[src/rtl/reg_writeback_pkg.sv]
// Shared register-file constants and the load-return queue entry type for the write-back path.
package reg_writeback_pkg;

    localparam int unsigned DATA_WIDTH = 32;
    localparam int unsigned ADDR_WIDTH = 5;
    localparam int unsigned NUM_REGS   = 32;

    localparam logic [ADDR_WIDTH-1:0] REG_ZERO = '0;

    typedef struct packed {
        logic                  valid;
        logic [ADDR_WIDTH-1:0] rd;
        logic [DATA_WIDTH-1:0] data;
    } wb_entry_t;

endpackage

[src/rtl/reg_writeback_fifo.sv]
// Load-return queue. Entries stay occupied until popped even when killed, so a killed
// entry still holds its slot and is discarded when it reaches the head.
module reg_writeback_fifo
    import reg_writeback_pkg::*;
#(
    parameter int unsigned DEPTH = 4
) (
    input  logic                               clk_i,
    input  logic                               rst_ni,
    input  logic                               push_i,
    input  wb_entry_t                          push_entry_i,
    input  logic                               pop_i,
    input  logic                               kill_i,
    input  logic [ADDR_WIDTH-1:0]              kill_rd_i,
    output logic [$clog2(DEPTH+1)-1:0]         count_o,
    output wb_entry_t                          head_o,
    output logic [DEPTH-1:0]                   entry_valid_o,
    output logic [DEPTH-1:0][ADDR_WIDTH-1:0]   entry_rd_o
);

    localparam int unsigned PtrW = $clog2(DEPTH);
    localparam int unsigned CntW = $clog2(DEPTH + 1);

    wb_entry_t       mem_q [DEPTH];
    logic [PtrW-1:0] wr_ptr_q, rd_ptr_q;
    logic [CntW-1:0] count_q, count_d;

    always_comb begin
        count_d = count_q;
        case ({push_i, pop_i})
            2'b10:   count_d = count_q + CntW'(1);
            2'b01:   count_d = count_q - CntW'(1);
            default: count_d = count_q;
        endcase
    end

    always_ff @(posedge clk_i or negedge rst_ni) begin
        if (!rst_ni) begin
            for (int unsigned i = 0; i < DEPTH; i++) begin
                mem_q[i] <= '0;
            end
            wr_ptr_q <= '0;
            rd_ptr_q <= '0;
            count_q  <= '0;
        end else begin
            for (int unsigned i = 0; i < DEPTH; i++) begin
                if (kill_i && mem_q[i].valid && (mem_q[i].rd == kill_rd_i)) begin
                    mem_q[i].valid <= 1'b0;
                end
            end
            // Popped slots are invalidated so unoccupied entries never contribute to pend.
            if (pop_i) begin
                mem_q[rd_ptr_q].valid <= 1'b0;
                rd_ptr_q              <= rd_ptr_q + PtrW'(1);
            end
            if (push_i) begin
                mem_q[wr_ptr_q] <= push_entry_i;
                wr_ptr_q        <= wr_ptr_q + PtrW'(1);
            end
            count_q <= count_d;
        end
    end

    always_comb begin
        for (int unsigned i = 0; i < DEPTH; i++) begin
            entry_valid_o[i] = mem_q[i].valid;
            entry_rd_o[i]    = mem_q[i].rd;
        end
    end

    assign head_o  = mem_q[rd_ptr_q];
    assign count_o = count_q;

endmodule

[src/rtl/reg_writeback.sv]
// Register-file write-side arbiter: merges ALU results and queued load returns into one
// registered write per cycle, with starvation forcing and write-after-write kill.
module reg_writeback
    import reg_writeback_pkg::*;
#(
    parameter int unsigned DEPTH        = 4,
    parameter int unsigned STARVE_LIMIT = 3
) (
    input  logic                       clk_i,
    input  logic                       rst_ni,
    input  logic                       alu_valid_i,
    input  logic [ADDR_WIDTH-1:0]      alu_rd_i,
    input  logic [DATA_WIDTH-1:0]      alu_data_i,
    output logic                       alu_stall_o,
    input  logic                       mem_valid_i,
    output logic                       mem_ready_o,
    input  logic [ADDR_WIDTH-1:0]      mem_rd_i,
    input  logic [DATA_WIDTH-1:0]      mem_data_i,
    output logic                       reg_wr_o,
    output logic [ADDR_WIDTH-1:0]      rw_o,
    output logic [DATA_WIDTH-1:0]      bus_w_o,
    output logic [NUM_REGS-1:0]        pend_o,
    output logic [$clog2(DEPTH+1)-1:0] fifo_count_o
);

    localparam int unsigned CntW = $clog2(DEPTH + 1);
    localparam int unsigned StW  = $clog2(STARVE_LIMIT + 1);
    localparam logic [StW-1:0] StarveMax = StW'(STARVE_LIMIT);

    logic [CntW-1:0]                 count;
    wb_entry_t                       head;
    wb_entry_t                       push_entry;
    logic [DEPTH-1:0]                entry_valid;
    logic [DEPTH-1:0][ADDR_WIDTH-1:0] entry_rd;

    logic                  head_occ, forced, alu_issue, fifo_issue, pop, push, issue;
    logic [ADDR_WIDTH-1:0] issue_rd;
    logic [DATA_WIDTH-1:0] issue_data;
    logic [StW-1:0]        starve_q, starve_d;
    logic                  reg_wr_q;
    logic [ADDR_WIDTH-1:0] rw_q;
    logic [DATA_WIDTH-1:0] bus_w_q;

    reg_writeback_fifo #(
        .DEPTH (DEPTH)
    ) u_fifo (
        .clk_i         (clk_i),
        .rst_ni        (rst_ni),
        .push_i        (push),
        .push_entry_i  (push_entry),
        .pop_i         (pop),
        .kill_i        (alu_issue),
        .kill_rd_i     (alu_rd_i),
        .count_o       (count),
        .head_o        (head),
        .entry_valid_o (entry_valid),
        .entry_rd_o    (entry_rd)
    );

    always_comb begin
        head_occ  = (count != '0);
        // Gated on a live head so a head killed while starving does not stall the ALU.
        forced    = (starve_q == StarveMax) && head.valid;
        alu_issue = alu_valid_i && !forced && (alu_rd_i != REG_ZERO);
        // A killed head is discarded even if the ALU holds the write slot.
        pop        = head_occ && (!head.valid || !alu_issue);
        fifo_issue = head.valid && !alu_issue;
        issue      = alu_issue || fifo_issue;
        issue_rd   = alu_issue ? alu_rd_i   : head.rd;
        issue_data = alu_issue ? alu_data_i : head.data;

        mem_ready_o      = (count < CntW'(DEPTH));
        push             = mem_valid_i && mem_ready_o && (mem_rd_i != REG_ZERO);
        push_entry.valid = !(alu_issue && (alu_rd_i == mem_rd_i));
        push_entry.rd    = mem_rd_i;
        push_entry.data  = mem_data_i;

        alu_stall_o = forced && alu_valid_i;
    end

    always_comb begin
        starve_d = starve_q;
        if (pop || !head_occ) begin
            starve_d = '0;
        end else if (head.valid && (starve_q != StarveMax)) begin
            starve_d = starve_q + StW'(1);
        end
    end

    always_comb begin
        pend_o = '0;
        for (int unsigned i = 0; i < DEPTH; i++) begin
            if (entry_valid[i]) begin
                pend_o[entry_rd[i]] = 1'b1;
            end
        end
    end

    always_ff @(posedge clk_i or negedge rst_ni) begin
        if (!rst_ni) begin
            reg_wr_q <= 1'b0;
            rw_q     <= '0;
            bus_w_q  <= '0;
            starve_q <= '0;
        end else begin
            reg_wr_q <= issue;
            if (issue) begin
                rw_q    <= issue_rd;
                bus_w_q <= issue_data;
            end
            starve_q <= starve_d;
        end
    end

    assign reg_wr_o     = reg_wr_q;
    assign rw_o         = rw_q;
    assign bus_w_o      = bus_w_q;
    assign fifo_count_o = count;

endmodule
[config.mk]
export PLATFORM = sky130hd
export DESIGN_NAME = reg_writeback
export DESIGN_NICKNAME = d
export VERILOG_FILES = /design/src/rtl/reg_writeback_pkg.sv /design/src/rtl/reg_writeback_fifo.sv /design/src/rtl/reg_writeback.sv
export SDC_FILE = /design/constraint.sdc
export NUM_CORES = 1
export LEC_CHECK = 0
export ABC_AREA = 1
export BUFFER_PORTS_ARGS = -buffer_cell sky130_fd_sc_hd__buf_2
export CORE_MARGIN = 2
export CORE_UTILIZATION = 47
export CTS_BUF_LIST = sky130_fd_sc_hd__clkbuf_8 sky130_fd_sc_hd__clkbuf_16
export DETAILED_ROUTE_END_ITERATION = 12
export PLACE_DENSITY_LB_ADDON = 0.05
export SYNTH_ARGS = -nofsm -noshare
export SYNTH_HDL_FRONTEND = slang
export SYNTH_SLANG_ARGS = --single-unit
[constraint.sdc]
create_clock -name clk_i -period 2.2 [get_ports clk_i]
set_input_delay 0.22 -clock clk_i [delete_from_list [all_inputs] [get_ports clk_i]]
set_output_delay 0.22 -clock clk_i [all_outputs]
set_load 0.01 [all_outputs]
**Word-level counts from Yosys, hierarchy flattened**

Cells that the tools add are included.

- Equal/unequal tests: 9
- Magnitude comparators: 13
- Multiplexer cells: 32
- $mul: 0
- Reduce and logical (&&, ||, !) cells: 37
- Shifts and indexed selects: 0
- Add/sub/neg operators: 5
- Divide/modulo/power cells: 0
- Bitwise logic cells: 5

Operators by type and width:

| cell | number |
|---|---|
| bitwise mux 152 bit | 2 |
| 2-to-1 mux 152 bit | 2 |
| 2-to-1 mux 32 bit | 5 |
| demux 38 bit (select 2 bit) | 2 |
| 2-to-1 mux 38 bit | 4 |
| bitwise OR 32 bit | 3 |
| binary-select mux 38 bit (select 2 bit) | 1 |
| equality test 5 bit | 5 |
| logical AND 1 bit | 24 |
| less-than comparator 5 x 6 -> 1 bit, second input constant | 4 |
| demux 1 bit (select 5 bit) | 4 |
| >= comparator 5 x 1 -> 1 bit, second input constant | 4 |
| nonzero test 5 bit | 2 |
| 2-to-1 mux 1 bit | 8 |
| adder 2 x 1 -> 2 bit, second input constant | 3 |
| >= comparator 3 bit, second input constant | 2 |
| less-than comparator 3 x 1 -> 1 bit, second input constant | 2 |
| NOT 2 -> 3 bit | 2 |
| one-hot mux 3 bit (2 select lines) | 1 |
| logical NOT 1 bit | 5 |
| 2-to-1 mux 5 bit | 1 |
| equality test 2 bit, second input constant | 2 |
| 2-to-1 mux 2 bit | 2 |
| nonzero test 2 bit | 2 |
| 7 further kinds | 9 |

- RAM bits: 0
- Register bits after elaboration: 199
- ROM bits: 0
- Memories kept: 0
- Input port bits: 78
- Bits in latches: 0
- Word-level logic and storage cells: 120
- Output and inout port bits: 75

**Longest topological paths before layout**

Gate-level depths: netlist of run 1.

- Depth in word-level cells: 15
- Depth in mapped cells: 16
- Depth with buffers taken out: 14

**By module**

Synthesis of run 1 repeated with hierarchy kept, for this count alone.

- Cell total of the unflattened synthesis: 1408
- Area, all modules: 10794.1 um^2

Modules (own cells, without submodules):

| module | area each (um^2) | sequential area each (um^2) | cells each | instances |
|---|---|---|---|---|
| reg_writeback_fifo | 7687.4 | 3978.8 | 914 | 1 |
| reg_writeback | 3106.7 | 1001.0 | 494 | 1 |

**Worst setup path before layout of run 1**

Ideal clock, no wire load.

- Path type: reg-to-reg
- Start: register u_fifo.rd_ptr_q[0]
- End: register u_fifo.count_q[2] (netlist: u_fifo.count_o[2])
- Period minus slack after synthesis: 2267 ps
- Stages on the path, launching flop included: 17
- Data required time: 2069 ps
- Arrival: 2136 ps
- Path buffers: 2
- Library setup time: 131 ps
- Slack: -67 ps
- Cell sequence: dfrtp_1 buf_4 inv_4 buf_6 nand2_2 nand2_1 nand2_1 nand2_2 nand3_1 nand2_1 inv_1 ha_1 inv_1 fa_1 a21oi_1 o21ai_0 xor2_1

- Word-level cells in the longest chain between the ends: 13
- Elaborated cells between the ends (all ways): 16
- Classes of those cells: eq/ne (2); mux (4); bitwise (1); reduce/logical (9)

RTL lines:

| what | line | RTL |
|---|---|---|
| start: declaration | reg_writeback_fifo.sv:25 | `logic [PtrW-1:0] wr_ptr_q, rd_ptr_q;` |
| start signal: assignment | reg_writeback_fifo.sv:54 | `rd_ptr_q <= rd_ptr_q + PtrW'(1);` |
| NOT 2 -> 3 bit (implied by the code) (*) | reg_writeback_fifo.sv:71 | `assign head_o = mem_q[rd_ptr_q];` |
| binary-select mux 38 bit (select 2 bit) (*) | reg_writeback_fifo.sv:71 |  |
| 2-to-1 mux 38 bit (implied by the code) (*) (2 in a row) | reg_writeback_fifo.sv:71 |  |
| logical AND 1 bit | reg_writeback.sv:63 | `forced = (starve_q == StarveMax) && head.valid;` |
| logical NOT 1 bit | reg_writeback.sv:64 | `alu_issue = alu_valid_i && !forced && (alu_rd_i != REG_ZERO);` |
| logical AND 1 bit (2 in a row) | reg_writeback.sv:64 |  |
| logical NOT 1 bit | reg_writeback.sv:66 | `pop = head_occ && (!head.valid \|\| !alu_issue);` |
| logical OR 1 bit (*) | reg_writeback.sv:66 |  |
| logical AND 1 bit (*) | reg_writeback.sv:66 |  |
| equality test 2 x 1 -> 1 bit / equality test 2 bit (equally long branches) | reg_writeback_fifo.sv:30 | `case ({push_i, pop_i})` |
| one-hot mux 3 bit (2 select lines) / nonzero test 2 bit (equally long branches) | n/a |  |
| end signal: assignment | reg_writeback_fifo.sv:60 | `count_q <= count_d;` |
| end: declaration | reg_writeback_fifo.sv:26 | `logic [CntW-1:0] count_q, count_d;` |

Mark *: on every way between the ends. The rest lies on a longest branch, timed or not. The select of a mux whose other input is x is not followed.
A chain may end at the register's enable or synchronous reset.

**Worst setup path after layout of run 1**

- Start: register u_fifo.mem_q (netlist bit u_fifo.entry_rd_o[9])
- End: output pend_o[12]

- Word-level cells in the longest chain between the ends: 10
- Elaborated cells between the ends (all ways): 11
- Classes of those cells: order compare (2); mux (5); bitwise (3); reduce/logical (1)

RTL lines:

| what | line | RTL |
|---|---|---|
| start: declaration | reg_writeback_fifo.sv:24 | `wb_entry_t mem_q [DEPTH];` |
| start signal: indexed assignment | reg_writeback_fifo.sv:57 | `mem_q[wr_ptr_q] <= push_entry_i;` |
| less-than comparator 5 x 6 -> 1 bit (implied by the code) / >= comparator 5 x 1 -> 1 bit (equally long branches) | reg_writeback.sv:94 | `pend_o[entry_rd[i]] = 1'b1;` |
| logical AND 1 bit (implied by the code) | reg_writeback.sv:94 |  |
| 2-to-1 mux 1 bit (implied by the code) | reg_writeback.sv:94 |  |
| demux 1 bit (select 5 bit) (*) | reg_writeback.sv:94 |  |
| bitwise OR 32 bit (no line) (*) | n/a |  |
| 2-to-1 mux 32 bit (*) | reg_writeback.sv:93 | `if (entry_valid[i]) begin` |
| bitwise OR 32 bit (no line) | n/a |  |
| 2-to-1 mux 32 bit (*) | reg_writeback.sv:93 |  |
| bitwise OR 32 bit (no line) | n/a |  |
| 2-to-1 mux 32 bit (*) | reg_writeback.sv:93 |  |
| end: declaration | reg_writeback.sv:22 | `output logic [NUM_REGS-1:0] pend_o,` |

Mark *: on every way between the ends. The rest lies on a longest branch, timed or not.

==> results of run 1 <==
flip-flops by register name, summed over array words and instances (netlist names):
name and count:
u_fifo.mem_q 128, u_fifo.wr_ptr_q 2, rw_o 5, u_fifo.entry_valid_o 4
starve_q 2, u_fifo.count_o 3, bus_w_o 32, u_fifo.rd_ptr_q 2
u_fifo.entry_rd_o 20, reg_wr_o 1
worst max-delay path, cell delays in order (launching register included):
cell      delay, ns
dfrtp_1        0.51
inv_1          0.28
nand3_1        0.23
o22a_1         0.23
o221ai_1       0.09
buf_2          0.18
cell type report:
class,count,share of cell area (%)
Clock inverter,15,1.57
Multi-Input combinational cell,1011,38.6
Tap cell,280,2.81
Timing Repair Buffer,202,9.99
Clock buffer,17,3.41
Sequential cell,199,39.9
Inverter,119,3.66
stage by stage:
| step | instances | util, % | hold slack, ns |
|---|---|---|---|
| floorplan | 1405 | - | -0.0756 |
| global placement | 1802 | 53.4 | 0.292 |
| detailed placement | 1802 | 53.4 | 0.300 |
| CTS | 1843 | 56.6 | 0.00291 |
| global route | 1843 | 56.8 | 0.0130 |
| finish | 1843 | 56.8 | 0.0153 |
layer usage:
layer | wire length [um] | global-route usage, % | part of all wire [%] | up-vias
met1 | 15500 | 42.9 | 48 | 4599
met4 | 624 | 7.21 | 1.9 | 0
met5 | 0 | 0 | 0 | -
met3 | 2590 | 5.58 | 8.0 | 48
met2 | 13700 | 41.4 | 42 | 419
li1 | - | - | - | 4827
logic make-up (layout without fill, tap and decap cells):
kind of cell    after synthesis  after routing
compound gates              264            264
flops                       199            199
xor+xnor                     21             21
fa+ha+maj                    11             11
simple gates                715            715
buf+inv                     195            353
synthesized netlist by cell type, drive strengths merged:
master | n | area (um2)
buf | 50 | 287
o21ai | 129 | 646
nand2 | 571 | 2160
o221ai | 32 | 280
o211ai | 7 | 52.6
clkbuf | 26 | 98.8
nand3 | 108 | 571
xnor2 | 6 | 52.6
dfrtp | 199 | 4980
nor3 | 1 | 5.00
o22a | 31 | 272
a21oi | 64 | 320
nor2 | 35 | 131
ha | 10 | 125
o22ai | 1 | 6.26
xor2 | 15 | 131
fa | 1 | 20.0
inv | 119 | 452
cells in the final DEF (no fill, tap or decap), types with 2 or more instances in the layout:
cell | netlist | layout
o21ai_1 | 23 | 24
nor2_1 | 35 | 35
buf_4 | 1 | 34
clkinv_8 | 0 | 4
clkinv_2 | 0 | 3
nand3_2 | 6 | 15
dlygate4sd3_1 | 0 | 9
xor2_1 | 15 | 15
buf_12 | 0 | 6
inv_12 | 0 | 2
clkbuf_16 | 0 | 17
o211ai_1 | 7 | 7
o22a_1 | 31 | 31
nand2_2 | 4 | 5
nand2_1 | 566 | 565
inv_4 | 2 | 3
inv_6 | 0 | 6
o221ai_1 | 32 | 32
a21oi_1 | 64 | 64
nand3_1 | 102 | 93
ha_1 | 10 | 10
inv_1 | 110 | 110
dfrtp_1 | 199 | 198
inv_2 | 7 | 4
buf_2 | 40 | 151
xnor2_1 | 6 | 6
o21ai_0 | 106 | 105
power groups by stage:
stage                     logic (mW)  clock network [mW]  registers [mW]
final                           7.85                3.31            6.51
after floorplan                 5.06                   0            6.44
after global placement          7.52                   0            6.50
after global routing            8.93                3.53            6.71
after detailed placement        7.66                   0            6.53
after CTS                       7.74                3.37            6.47
final timing paths:
path	end	cells after the start
worst min register to register	starve_q[0]	1
worst max-delay path	pend_o[12]	5
max in group asynchronous	u_fifo.mem_q[114]	3
worst max register to register	u_fifo.count_o[2]	13
worst min-delay path	u_fifo.mem_q[101]	3
min in group asynchronous	bus_w_o[29]	2
repair_timing:
item	CTS	global route
resized for setup	0	15
endpoints found under the setup margin	0	92
hold buffers	9	0
hold endpoints to repair	78	0
==> results.md, run 1 <==
* Seq cells post-synth at 199
* Cell Rows at 54
* Required time worst endpoint at 1.98 ns
* # H-tree levels at 4
* Synth Net Count at 1,494
* Arr. time, crit path at 1.97 ns
* Die area at 23,700 um2
* Compound-Gate Fraction of Synth Area at 14.9%
* R2R Path Start: u_fifo.rd_ptr_q[0]
* Total wire length at 32.5 mm
* Largest family of logic cells by synthesized area: simple AND/OR/NAND/NOR gates
* CP Max Fanout at 7
* CP Class: reg2out
* CTS root buffer: clkbuf_16
* Clk pin slew, worst setup/hold paths at 0.08 ns
* Psw at 7.92 mW
* Post-CTS Setup Inserts at 0
* CTS tree: done
* Final setup violation count at 0
* Crit start category: register
* Hold Crit Class: in2reg
* I/O pin cnt at 153
* # fillers at 2,157
* Yosys warns at 0
* Least-Margin Pin Slew at 0.880 ns
* Clk buf depth at 2
* Die Y at 154 um
* GR Overflow Total at 0
* Design Power at 17.7 mW
* Initial antenna violation count at 0
* TritonCTS Buffers at 17
* Internal power at 9.74 mW
* Post-Route Setup TNS at 0 ns
* Clock latency on the worst-skew pair at 0.45 ns
* Wire length per cell at 17.6 um
* RSZ-0062 raised after global routing: no
* Reg power frac at 36.9%
* Peak VDD IR at 1020 uV
* Avg Cell Area, Syn at 7.54 um2
* N_diodes at 0
* Placed Instance Area at 11,700 um2
* First-pass GRT wire length at 52.8 mm
* Routed Antenna Nets at 0
* Post-synthesis mux area share at 0%
* Sw Share at 44.8%
* Yosys cell types at 28
* Post-Syn Area at 10,600 um2
* Post-Synth Adder-Cell Area at 1.37%
* Storage element area at 4980 um2
* Combinational share of power at 44.4%
* Hold Path Origin: mem_data_i[25]
* Initial Util at 48.2%
* Dpl ws at 0.118 ns
* Vias per cell at 5.37
* Tmin final at 2.19 ns
* Sink Count at 199
* Mapped Cells at 1,405
* Clock skew at 0.0144 ns
* # nets final at 1,639
* Internal reg-to-reg setup slack at 0.17 ns
* Post-Synth XOR/XNOR Area at 1.74%
* Largest net degree at the start of global routing at 76
* DRT Pass-1 Iters at 5
* Sequential share of the synthesized area at 47.0%
* Relative slew slack at 41.3%
* Slew Viols, Final at 0
* Share of layout cells above drive strength 1 at 16.4%
* Status: complete, no violations
* Vias at 9,893
* Die W at 154 um
* Setup crit end kind: output port
* Gr usage total at 28.3%
* Hold Vio Cnt, Final at 0
* Core area at 22,000 um2
* Final setup margin at 0.00675 ns
* Cell area power density at 1420 nW/um2
* 1st-iter DRT viols at 908
* Buffers on Ports at 152
* Leakage at 6.45 nW
* RePlAce Congestion at 0.940
* Post-Synth Simple-Gate Area at 27.1%
* Final worst path period share at 99.7%
* Post-DP HPWL at 21.3 mm
* Residual DRC at 0
* Setup crit start: u_fifo.entry_rd_o[9]
* Vias in the first global route at 9,620
* Final Instance Area at 12,500 um2
* Clock power frac at 18.7%
* Maxcap violations at 0
* Synth-to-layout area growth at 17.8%
* Peak Freq at 0.456 GHz
* Area of the multi-input gates at 4820 um2
Power figures use the tool's default switching activity.
==> inputs of run 2 (changes only) <==
--- a/config.mk
+++ b/config.mk
@@ -9,9 +9,8 @@
 export BUFFER_PORTS_ARGS = -buffer_cell sky130_fd_sc_hd__buf_2
 export CORE_MARGIN = 2
 export CORE_UTILIZATION = 47
-export CTS_BUF_LIST = sky130_fd_sc_hd__clkbuf_8 sky130_fd_sc_hd__clkbuf_16
 export DETAILED_ROUTE_END_ITERATION = 12
-export PLACE_DENSITY_LB_ADDON = 0.05
+export PLACE_DENSITY = 0.8
 export SYNTH_ARGS = -nofsm -noshare
 export SYNTH_HDL_FRONTEND = slang
 export SYNTH_SLANG_ARGS = --single-unit
==> results.md, run 2 (same netlist as run 1, synthesis figures left out) <==
* Slowest CP cell: dfrtp_1
* Commonest non-fill, non-tap cell in the layout: nand2_1
* Synth-to-layout area growth at 16.8%
* RSZ-0062 raised after global routing: no
* Post-DP HPWL at 21.5 mm (+1.1%)
* I/O pin cnt at 153 (unchanged)
* # fillers at 2,017 (-6.5%)
* TritonCTS Buffers at 17 (unchanged)
* CP Cell Sequence: inv_1 -> nand3_1 -> o221ai_1 -> buf_2
* Crit start category: register
* R2R Path Start: u_fifo.rd_ptr_q[0]
* Hold Vio Cnt, Final at 0 (unchanged)
* Largest net degree at the start of global routing at 76 (unchanged)
* Wire length per cell at 17.3 um (-2.0%)
* # H-tree levels at 4 (unchanged)
* Hold Crit Class: in2reg
* Least-Margin Pin Slew at 1.01 ns (+0.128 ns)
* # nets final at 1,639 (unchanged)
* Cell Rows at 54 (unchanged)
* Status: complete, no violations
* Die area at 23,700 um2 (unchanged)
* Share of layout cells above drive strength 1 at 16.8% (+0.45 points)
* Final worst path period share at 96.8% (-2.9 points)
* Vias in the first global route at 9,636 (+0.17%)
* Clk pin slew, worst setup/hold paths at 0.08 ns (about the same)
* Residual DRC at 0 (unchanged)
* 1st-iter DRT viols at 1,150 (+27%)
* Vias per cell at 5.61 (+4.5%)
* Slew Viols, Final at 0 (unchanged)
* GR Overflow Total at 0 (unchanged)
* Final Hold Slack at 0.0188 ns (+0.00344 ns)
* Clock latency on the worst-skew pair at 0.44 ns (about the same)
* DRT Pass-1 Iters at 6 (+1)
* Core area at 22,000 um2 (unchanged)
* Required time worst endpoint at 1.98 ns (about the same)
* Hold Path Origin: mem_data_i[13]
* First-pass GRT wire length at 50.6 mm (-4.2%)
* Initial Util at 48.2% (unchanged)
* Sink Count at 199 (unchanged)
* Clk buf depth at 2 (unchanged)
* Peak VDD IR at 791 uV (-22%)
* Final setup violation count at 0 (unchanged)
* RePlAce Congestion at 0.946 (+0.66%)
* Peak Freq at 0.469 GHz (+3.0%)
* CTS root buffer: clkbuf_16
* Post-Route Setup TNS at 0 ns (unchanged)
* Register with the most flip-flops: u_fifo.mem_q
* Gr usage total at 26.8% (-1.4 points)
* Fin cells at 1,843 (unchanged)
* Clock skew at 0.00662 ns (-0.00777 ns)
* Total wire length at 31.8 mm (-2.0%)
* Die W at 154 um (unchanged)
* Number of flip-flops in the largest register at 128 (unchanged)
* Routed Antenna Nets at 0 (unchanged)
* Die Y at 154 um (unchanged)
* Placed insts at 1,809 (+0.39%)
* N_diodes at 0 (unchanged)
* Leakage at 6.42 nW (-0.46%)
* Fin util at 56.4% (-0.47 points)
* Maxcap violations at 0 (unchanged)
* Buffers on Ports at 152 (unchanged)
* Commonest non-fill, non-tap cells in the layout: 565 x nand2_1, 198 x dfrtp_1, 151 x buf_2
* CP Max Fanout at 8 (+1)
* CTS tree: done
* Arr. time, crit path at 1.91 ns (-0.06 ns)
* Cell area power density at 1410 nW/um2 (-0.60%)
* CP Class: reg2out
* Tmin final at 2.13 ns (-0.0630 ns)
* Relative slew slack at 32.7% (-8.6 points)
* Vias at 10.3k (+4.5%)
* Setup crit start: u_fifo.entry_rd_o[11]
* Initial antenna violation count at 1 (+1)
* Setup crit end kind: output port
* Max incr delay on CP at 0.43 ns (-0.08 ns)
[run 2: metal layers]
| metal | vias up | track usage, % | routed length, um |
|---|---|---|---|
| met2 | 518 | 40.2 | 14200 |
| li1 | 4838 | - | - |
| met3 | 65 | 4.45 | 2690 |
| met5 | - | 0 | 12 |
| met4 | 2 | 10.2 | 657 |
| met1 | 4912 | 39.2 | 14200 |
[run 2: stage by stage]
stage | area, um2 | total power [mW] | worst slack (ns)
2_1_floorplan | 10600 | 11.5 | 0.0181
6_report | 12400 | 17.4 | 0.0697
5_1_grt | 12400 | 18.7 | 0.00462
4_1_cts | 12300 | 17.2 | 0.0460
3_5_place_dp | 11800 | 14.2 | 0.0692
3_3_place_gp | 11800 | 13.9 | 0.153
[run 2: path summary, 6_finish.rpt]
check | endpoint | slack [ns] | depth (start not counted)
min in group asynchronous | bus_w_o[11] | 0.28 | 2
max in group asynchronous | u_fifo.mem_q[28] | 1.18 | 3
max | pend_o[13] | 0.07 | 4
min reg2reg | starve_q[0] | 0.43 | 1
min | u_fifo.mem_q[127] | 0.02 | 3
max reg2reg | u_fifo.count_o[2] | 0.20 | 13
[run 2: cell type report]
type	count	area [um2]	area share [%]
sequential	199	4980	40.3
tap	280	350	2.83
clock buffer	19	433	3.50
inverter	119	452	3.65
timing repair buffer	202	1220	9.88
clock inverter	13	124	1.00
multi-input combinational	1011	4810	38.9
[run 2: timing repair]
action | in CTS | in global routing
gates resized for setup | 0 | 11
hold buffers | 1 | 0
setup buffers | 0 | 1
endpoints found under the hold margin | 45 | 0
endpoints found under the setup margin | 0 | 26
[run 2: report_power, final]
part / switching [mW] / leakage, nW / internal [mW] / total (mW)
combinational: 5.16 / 3.70 / 2.69 / 7.85
clock: 1.44 / 0.270 / 1.58 / 3.02
sequential: 1.14 / 2.45 / 5.40 / 6.54
total: 7.75 / 6.42 / 9.67 / 17.4
[run 2: worst max-delay path: cells and delay by family (launching register included)]
kind	cells	cell delay, ns
buffers and inverters	2	0.33
DFF	1	0.43
AOI/OAI and AO/OA	1	0.38
and+or+nand+nor	1	0.34
